### config.mk
export PLATFORM = sky130hd
export DESIGN_NAME = regbank_arbiter
export DESIGN_NICKNAME = d
export VERILOG_FILES = /design/src/rtl/regbank_arbiter.sv
export SDC_FILE = /design/constraint.sdc
export NUM_CORES = 1
export LEC_CHECK = 0
export CAP_MARGIN = 25
export CORE_ASPECT_RATIO = 1.25
export CORE_UTILIZATION = 30
export DETAILED_ROUTE_END_ITERATION = 7
export SYNTH_ARGS = -nofsm -noshare
export SYNTH_HDL_FRONTEND = slang
export SYNTH_SLANG_ARGS = --single-unit
### constraint.sdc
create_clock -name clk_i -period 5.8 [get_ports clk_i]
set_input_delay 0.58 -clock clk_i [delete_from_list [all_inputs] [get_ports clk_i]]
set_output_delay 0.58 -clock clk_i [all_outputs]
set_load 0.005 [all_outputs]
### src/rtl/regbank_arbiter.sv
// regbank_arbiter: shared bank of NREG 32-bit registers behind one access port, arbitrated
// round-robin among NREQ requesters. One access is granted per cycle. A write commits at
// the granting edge. A read returns registered data one cycle later, tagged with a one-hot
// owner strobe.
//
// Ports:
//   clk_i     clock; all state changes on the rising edge
//   rst_ni    asynchronous active-low reset
//   req_i     per-requester access request
//   wr_i      per-requester op select (1 = write, 0 = read); only looked at with req
//   addr_i    packed addresses; requester i uses [i*AW +: AW]
//   wdata_i   packed write data; requester i uses [i*32 +: 32]
//   gnt_o     one-hot combinational grant for this cycle; zero when idle or in reset
//   rdata_o   registered read data; holds its value between reads
//   rvalid_o  one-hot registered read-return strobe, one cycle after a read grant
module regbank_arbiter #(
  parameter int unsigned NREQ = 4,
  parameter int unsigned NREG = 16,
  parameter int unsigned AW   = 4
) (
  input  logic               clk_i,
  input  logic               rst_ni,
  input  logic [NREQ-1:0]    req_i,
  input  logic [NREQ-1:0]    wr_i,
  input  logic [NREQ*AW-1:0] addr_i,
  input  logic [NREQ*32-1:0] wdata_i,
  output logic [NREQ-1:0]    gnt_o,
  output logic [31:0]        rdata_o,
  output logic [NREQ-1:0]    rvalid_o
);

  localparam int unsigned PW = (NREQ > 1) ? $clog2(NREQ) : 1;

  logic [PW-1:0]   ptr_q, ptr_d;
  logic [PW-1:0]   gnt_idx;
  logic            gnt_any;
  logic [NREQ-1:0] gnt;

  logic            sel_wr;
  logic [AW-1:0]   sel_addr;
  logic [31:0]     sel_wdata;
  logic            rd_fire;

  logic [31:0]     bank_q [NREG];
  logic [31:0]     rdata_q;
  logic [NREQ-1:0] rvalid_q, rvalid_d;

  // Round-robin search starting at ptr_q. Depends only on req_i, ptr_q and rst_ni.
  always_comb begin
    int unsigned idx;
    gnt     = '0;
    gnt_idx = '0;
    gnt_any = 1'b0;
    idx     = 0;
    for (int unsigned i = 0; i < NREQ; i++) begin
      idx = (32'(ptr_q) + i) % NREQ;
      if (!gnt_any && req_i[idx]) begin
        gnt[idx] = 1'b1;
        gnt_idx  = PW'(idx);
        gnt_any  = 1'b1;
      end
    end
    if (!rst_ni) begin
      gnt     = '0;
      gnt_any = 1'b0;
    end
  end

  assign gnt_o = gnt;

  // Steer the granted requester's operands onto the single bank port.
  always_comb begin
    sel_wr    = 1'b0;
    sel_addr  = '0;
    sel_wdata = '0;
    for (int unsigned i = 0; i < NREQ; i++) begin
      if (gnt[i]) begin
        sel_wr    = wr_i[i];
        sel_addr  = addr_i[i*AW +: AW];
        sel_wdata = wdata_i[i*32 +: 32];
      end
    end
  end

  assign rd_fire = gnt_any && !sel_wr;

  always_comb begin
    ptr_d = ptr_q;
    if (gnt_any) begin
      ptr_d = (32'(gnt_idx) == NREQ - 1) ? '0 : gnt_idx + PW'(1);
    end
  end

  assign rvalid_d = rd_fire ? gnt : '0;

  always_ff @(posedge clk_i or negedge rst_ni) begin
    if (!rst_ni) begin
      ptr_q    <= '0;
      rdata_q  <= '0;
      rvalid_q <= '0;
    end else begin
      ptr_q    <= ptr_d;
      rvalid_q <= rvalid_d;
      // Pre-edge bank value; a write in the same cycle is impossible (one access/cycle).
      if (rd_fire) begin
        rdata_q <= bank_q[sel_addr];
      end
    end
  end

  always_ff @(posedge clk_i or negedge rst_ni) begin
    if (!rst_ni) begin
      for (int i = 0; i < int'(NREG); i++) begin
        bank_q[i] <= '0;
      end
    end else if (gnt_any && sel_wr) begin
      bank_q[sel_addr] <= sel_wdata;
    end
  end

  assign rdata_o  = rdata_q;
  assign rvalid_o = rvalid_q;

endmodule

# Word-level counts from Yosys, hierarchy flattened
# Index checks and enable logic that the tools add are counted.
dict set report totals {
  inputBits 154
  output_inout_bits 40
  regBits 550
}
dict set report op_classes {
  n_addsub 4
  reduce_logical 14
  bitwise_logic 4
  muxes 50
  n_eq_ne 1
  n_lt_le_gt_ge 10
}
# cell n
set ops {}
lappend ops {{$bwmux W512} 1}
lappend ops {{$mux W32} 7}
lappend ops {{$bmux W32 S4} 1}
lappend ops {{$demux W32 S4} 1}
lappend ops {{$mux W4} 10}
lappend ops {{$mux W1} 17}
lappend ops {{$lt A2 B3 Y1 const B} 4}
lappend ops {{$or A4 B4 Y4} 3}
lappend ops {{$logic_and A1 B1 Y1} 10}
lappend ops {{$mux W2} 5}
lappend ops {{$bmux W1 S2} 4}
lappend ops {{$demux W1 S2} 4}
lappend ops {{$ge A2 B1 Y1 const B} 4}
lappend ops {{$ge A5 B5 Y1 const B} 1}
lappend ops {{$lt A5 B1 Y1 const B} 1}
lappend ops {{$not A4 Y5} 1}
lappend ops {{$add A2 B1 Y2 const B} 2}
lappend ops {{$add A2 B2 Y2 const B} 2}
lappend ops {{$logic_not A1 Y1} 4}
lappend ops {{$eq A2 B2 Y1 const B} 1}

# Longest topological paths before layout
dict set report logic_depth {
  ltp_word 23
  mapped_depth 21
  depth_no_buf 13
}

# Worst setup path after synthesis
# Ideal clock, no wire load.
dict set report synth_timing {
  path_type {register -> register}
  from {register with a tool-made name}
  to {register rdata_q[23] (netlist: rdata_o[23])}
  t_arrival_ns 4.305
  n_path_buf 8
  required_time_ns 5.668
  synth_period_minus_slack_ns 4.437
  slack_ns 1.363
  path_stages_with_launch 21
  setup_time_ns 0.132
  path_cell_list {dfrtp_1 -> buf_6 -> buf_2 -> buf_1 -> inv_1 -> ha_1 -> clkbuf_1 -> mux4_2 -> a221o_1 -> a32o_1 -> o21a_1 -> buf_6 -> a22o_1 -> o21ai_2 -> buf_6 -> buf_6 -> buf_2 -> mux2i_1 -> a32oi_1 -> a32oi_1 -> o21ai_1}
}
# element line
set synth_rtl {}
lappend synth_rtl {{end signal: assignment} 106} ;# rdata_q <= bank_q[sel_addr];
lappend synth_rtl {{end: declaration} 45} ;# logic [31:0] rdata_q;

# Worst setup path after layout
dict set report layout_timing {
  from {register ptr_q[1]}
  to {output port gnt_o[2]}
}
dict set report layout_between {
  elab_chain_cells 13
}
# element line
set layout_rtl {}
lappend layout_rtl {{start: declaration} 34} ;# logic [PW-1:0] ptr_q, ptr_d;
lappend layout_rtl {{start signal: assignment} 102} ;# ptr_q <= ptr_d;
lappend layout_rtl {{parallel branches: the longest is 11 deep, another holds $lt A2 B3 Y1} n/a}
lappend layout_rtl {{$mux W4 (*)} 57} ;# if (!gnt_any && req_i[idx]) begin
lappend layout_rtl {{$mux W4 (*)} 63} ;# if (!rst_ni) begin
lappend layout_rtl {{end: declaration} 27} ;# output logic [NREQ-1:0] gnt_o,
# Every way passes the cells marked *. The select of a mux whose other input is x is not followed.

==> reports/qor.txt <==
status: complete, no violations
hold depth: 2
minimum clock period: 4.82 ns
vias per std cell: 5.22
Max clock buf depth: 3
initial detailed-routing violation count: 1569
Worst R2R Path Depth: 13
Post-Syn Instances: 2779
Layout fillers: 8549
HPWL after DPL: 49900 um
IO Pins: 194
reg2reg start: ptr_q[1]$_DFFE_PN0P_
Yosys top cell by area: dfrtp_1
reg-to-reg endpoint: rdata_o[1]$_DFFE_PN0P_
CTS Buf Count: 50
crit path max fanout: 21
Layout area overhead: 18.5%
total power: 20.3 mW
pre-CTS setup slack: 0.685 ns
met1 GRT Util: 22.6%
1st-pass router iterations: 5
Avg Inst Size Synth: 9.24 um2
skew final: 0.0260 ns
CTS tree: done
wire per inst: 19.7 um
clock latency on the worst-skew pair: 0.61 ns
sequential area share after synthesis: 53.6%
DIE WIDTH: 264 um
crit share post-route: 83.0%
max cap viols: 0
Crit. End Element: primary output
commonest cells after routing, fill and taps aside: nand2_1 (696), dfrtp_1 (550), o21ai_0 (294)
asr flop ratio synth: 100%
f_max: 208 MHz
Least-Margin Pin Slew: 1.13 ns
Max IR drop VDD: 557 uV
share of layout cells above drive strength 1: 8.57%
CP Class: flop to primary output
antenna violations before repair: 0
total negative setup slack: 0 ns
GRT busiest layer: met2
htree depth: 2
largest net degree at the start of global routing: 175
Final WS setup: 0.984 ns
die extent in y: 329 um
CTS clk-pin slew, worst paths: 0.06 ns
commonest non-fill, non-tap cell in the layout: nand2_1
met3 usage: 1.76%
FF-to-FF setup slack: 1.16 ns
Setup-failing EPs final: 0
dpl cells: 3903
Total GRT Usage: 18.0%
synthesized net count: 2941
Synth warnings: 0
top cells by area, synth: dfrtp_1 (54%), nand2_1 (10%), o21ai_0 (5.8%), o21ai_1 (4.8%), mux2i_1 (4.2%)
Synth Flop Type: dfrtp_1
first-pass GRT wire length: 123000 um
Endpoint, Worst Hold: bank_q[231]$_DFFE_PN0P_
# clock sinks: 550
vias in the first global route: 20.3k
grt ovf: 0
utilization after layout: 36.0%
Root Driver: clkbuf_16
met2 global-route usage: 32.2%
final hold vios: 0
power per cell area: 668 nW/um2
Post-DRT Antenna Nets: 0
Final Max Tran Viols: 0
Final Non-Filler Cells: 3995
hold_sp: bank_q[231]$_DFFE_PN0P_
num rows: 119
core area: 84400 um2
Synth Cell Area: 25700 um2
RSZ-0062 raised after global routing: false
slew margin rel.: 24.6%
Yosys cell types: 65
worst min-delay path class: flop to flop
Worst Path Arrival: 4.24 ns
Pleak: 13.1 nW
via count: 20.8k
number of flops mapped to enable cells by yosys: 0
Critical Path Source Type: flop
Detailed Route WL: 78500 um
full die area: 86700 um2
number of port buffers: 193
Final GP Congestion: 0.884
top cell type's share of synthesized area: 53.6%
data required time at the worst endpoint: 5.22 ns
FF+latch count, synth: 550
Final nets: 3029
Initial Utilization: 30.4%
DR DRC count: 0
==> layer usage <==
metal  part of all wire (%)  vias to the layer above
li1                       -                     9982
met1                     42                    10143
met2                     50                      571
met3                    4.5                      138
met4                    3.2                        0
met5                      0                        -
==> kinds of logic (layout without fill, tap and decap cells) <==
group,count (synthesis),after routing,share of synthesized area (%)
flip-flops,550,550,53.6
other,0,1,0
adder cells (fa/ha/maj),8,8,0.390
AO/OA/AOI/OAI,894,894,20.8
multiplexers,139,139,5.70
XOR/XNOR,1,1,0.0341
buffers and inverters,279,405,5.13
AND/OR/NAND/NOR,908,908,14.4
==> synth_stat cells, drive strengths merged, types with 5 or more instances <==
cell type,instances
a221oi,51
and3,7
a22oi,12
clkbuf,123
a32oi,66
nand3,37
o21ai,544
inv,11
mux2i,108
buf,145
a21oi,107
nand2,698
and2,5
dfrtp,550
a31oi,13
o21a,5
a22o,14
or3,13
o22a,12
mux2,28
nand4,24
a311oi,20
nor3,35
o22ai,23
ha,8
nor2,76
==> registers in the layout, summed over array words and instances (netlist names), named ones only <==
register and flops:
rdata_o 32, bank_q 512, rvalid_o 4, ptr_q 1
==> through the flow <==
stage                     cell area [um2]  hold WS [ns]
after global placement              28700         0.456
after CTS                           30400         0.483
after detailed placement            28800         0.468
after global routing                30400         0.498
after floorplan                     25700         0.284
final                               30400         0.478
==> timing repair <==
| item | CTS | global route |
|---|---|---|
| buffers inserted | 0 | 0 |
| setup endpoints to repair | 0 | 0 |
| gates resized for setup | 0 | 0 |
| endpoints found under the hold margin | 19 | 0 |
| hold buffers | 1 | 0 |
==> report_power, final <==
part	internal [mW]	switching, mW
Sequential	5.22	0.721
Combinational	3.68	7.37
Clock	1.83	1.48
Total	10.7	9.57
==> area by class of cell <==
type	instances	area, um2	area share, %
clock inverters	11	126	0.416
clock buffers	79	1470	4.84
well taps	1089	1360	4.48
diodes	1	2.50	0.00823
inverters	11	41.3	0.136
flip-flops and latches	550	13800	45.3
repair buffers	304	2960	9.75
multi-input cells	1950	10700	35.1
==> worst max-delay path: stages, from the launching register on <==
cell             delay [ns]
dfrtp_1                0.37
inv_1                  0.10
ha_1                   0.41
or3_1                  0.42
a21oi_1                0.23
o21ai_0                0.19
o21ai_1                0.27
nand2_1                0.12
inv_1                  0.70
buf_4                  0.30
clkdlybuf4s50_1        0.53
==> how the worst max path moves through the flow <==
stage	start	endpoint	slack, ns	depth (start not counted)
floorplan	flop	rdata_o[23]$_DFFE_PN0P_	1.36	20
global placement	req_i[1]	bank_q[315]$_DFFE_PN0P_	0.64	11
detailed placement	req_i[2]	rdata_o[1]$_DFFE_PN0P_	0.69	12
CTS	ptr_q[1]$_DFFE_PN0P_	gnt_o[2]	0.93	10
global route	flop	gnt_o[2]	0.76	10
finish	ptr_q[1]$_DFFE_PN0P_	gnt_o[2]	0.98	10
Note: power is estimated with default switching activity, not from simulation.
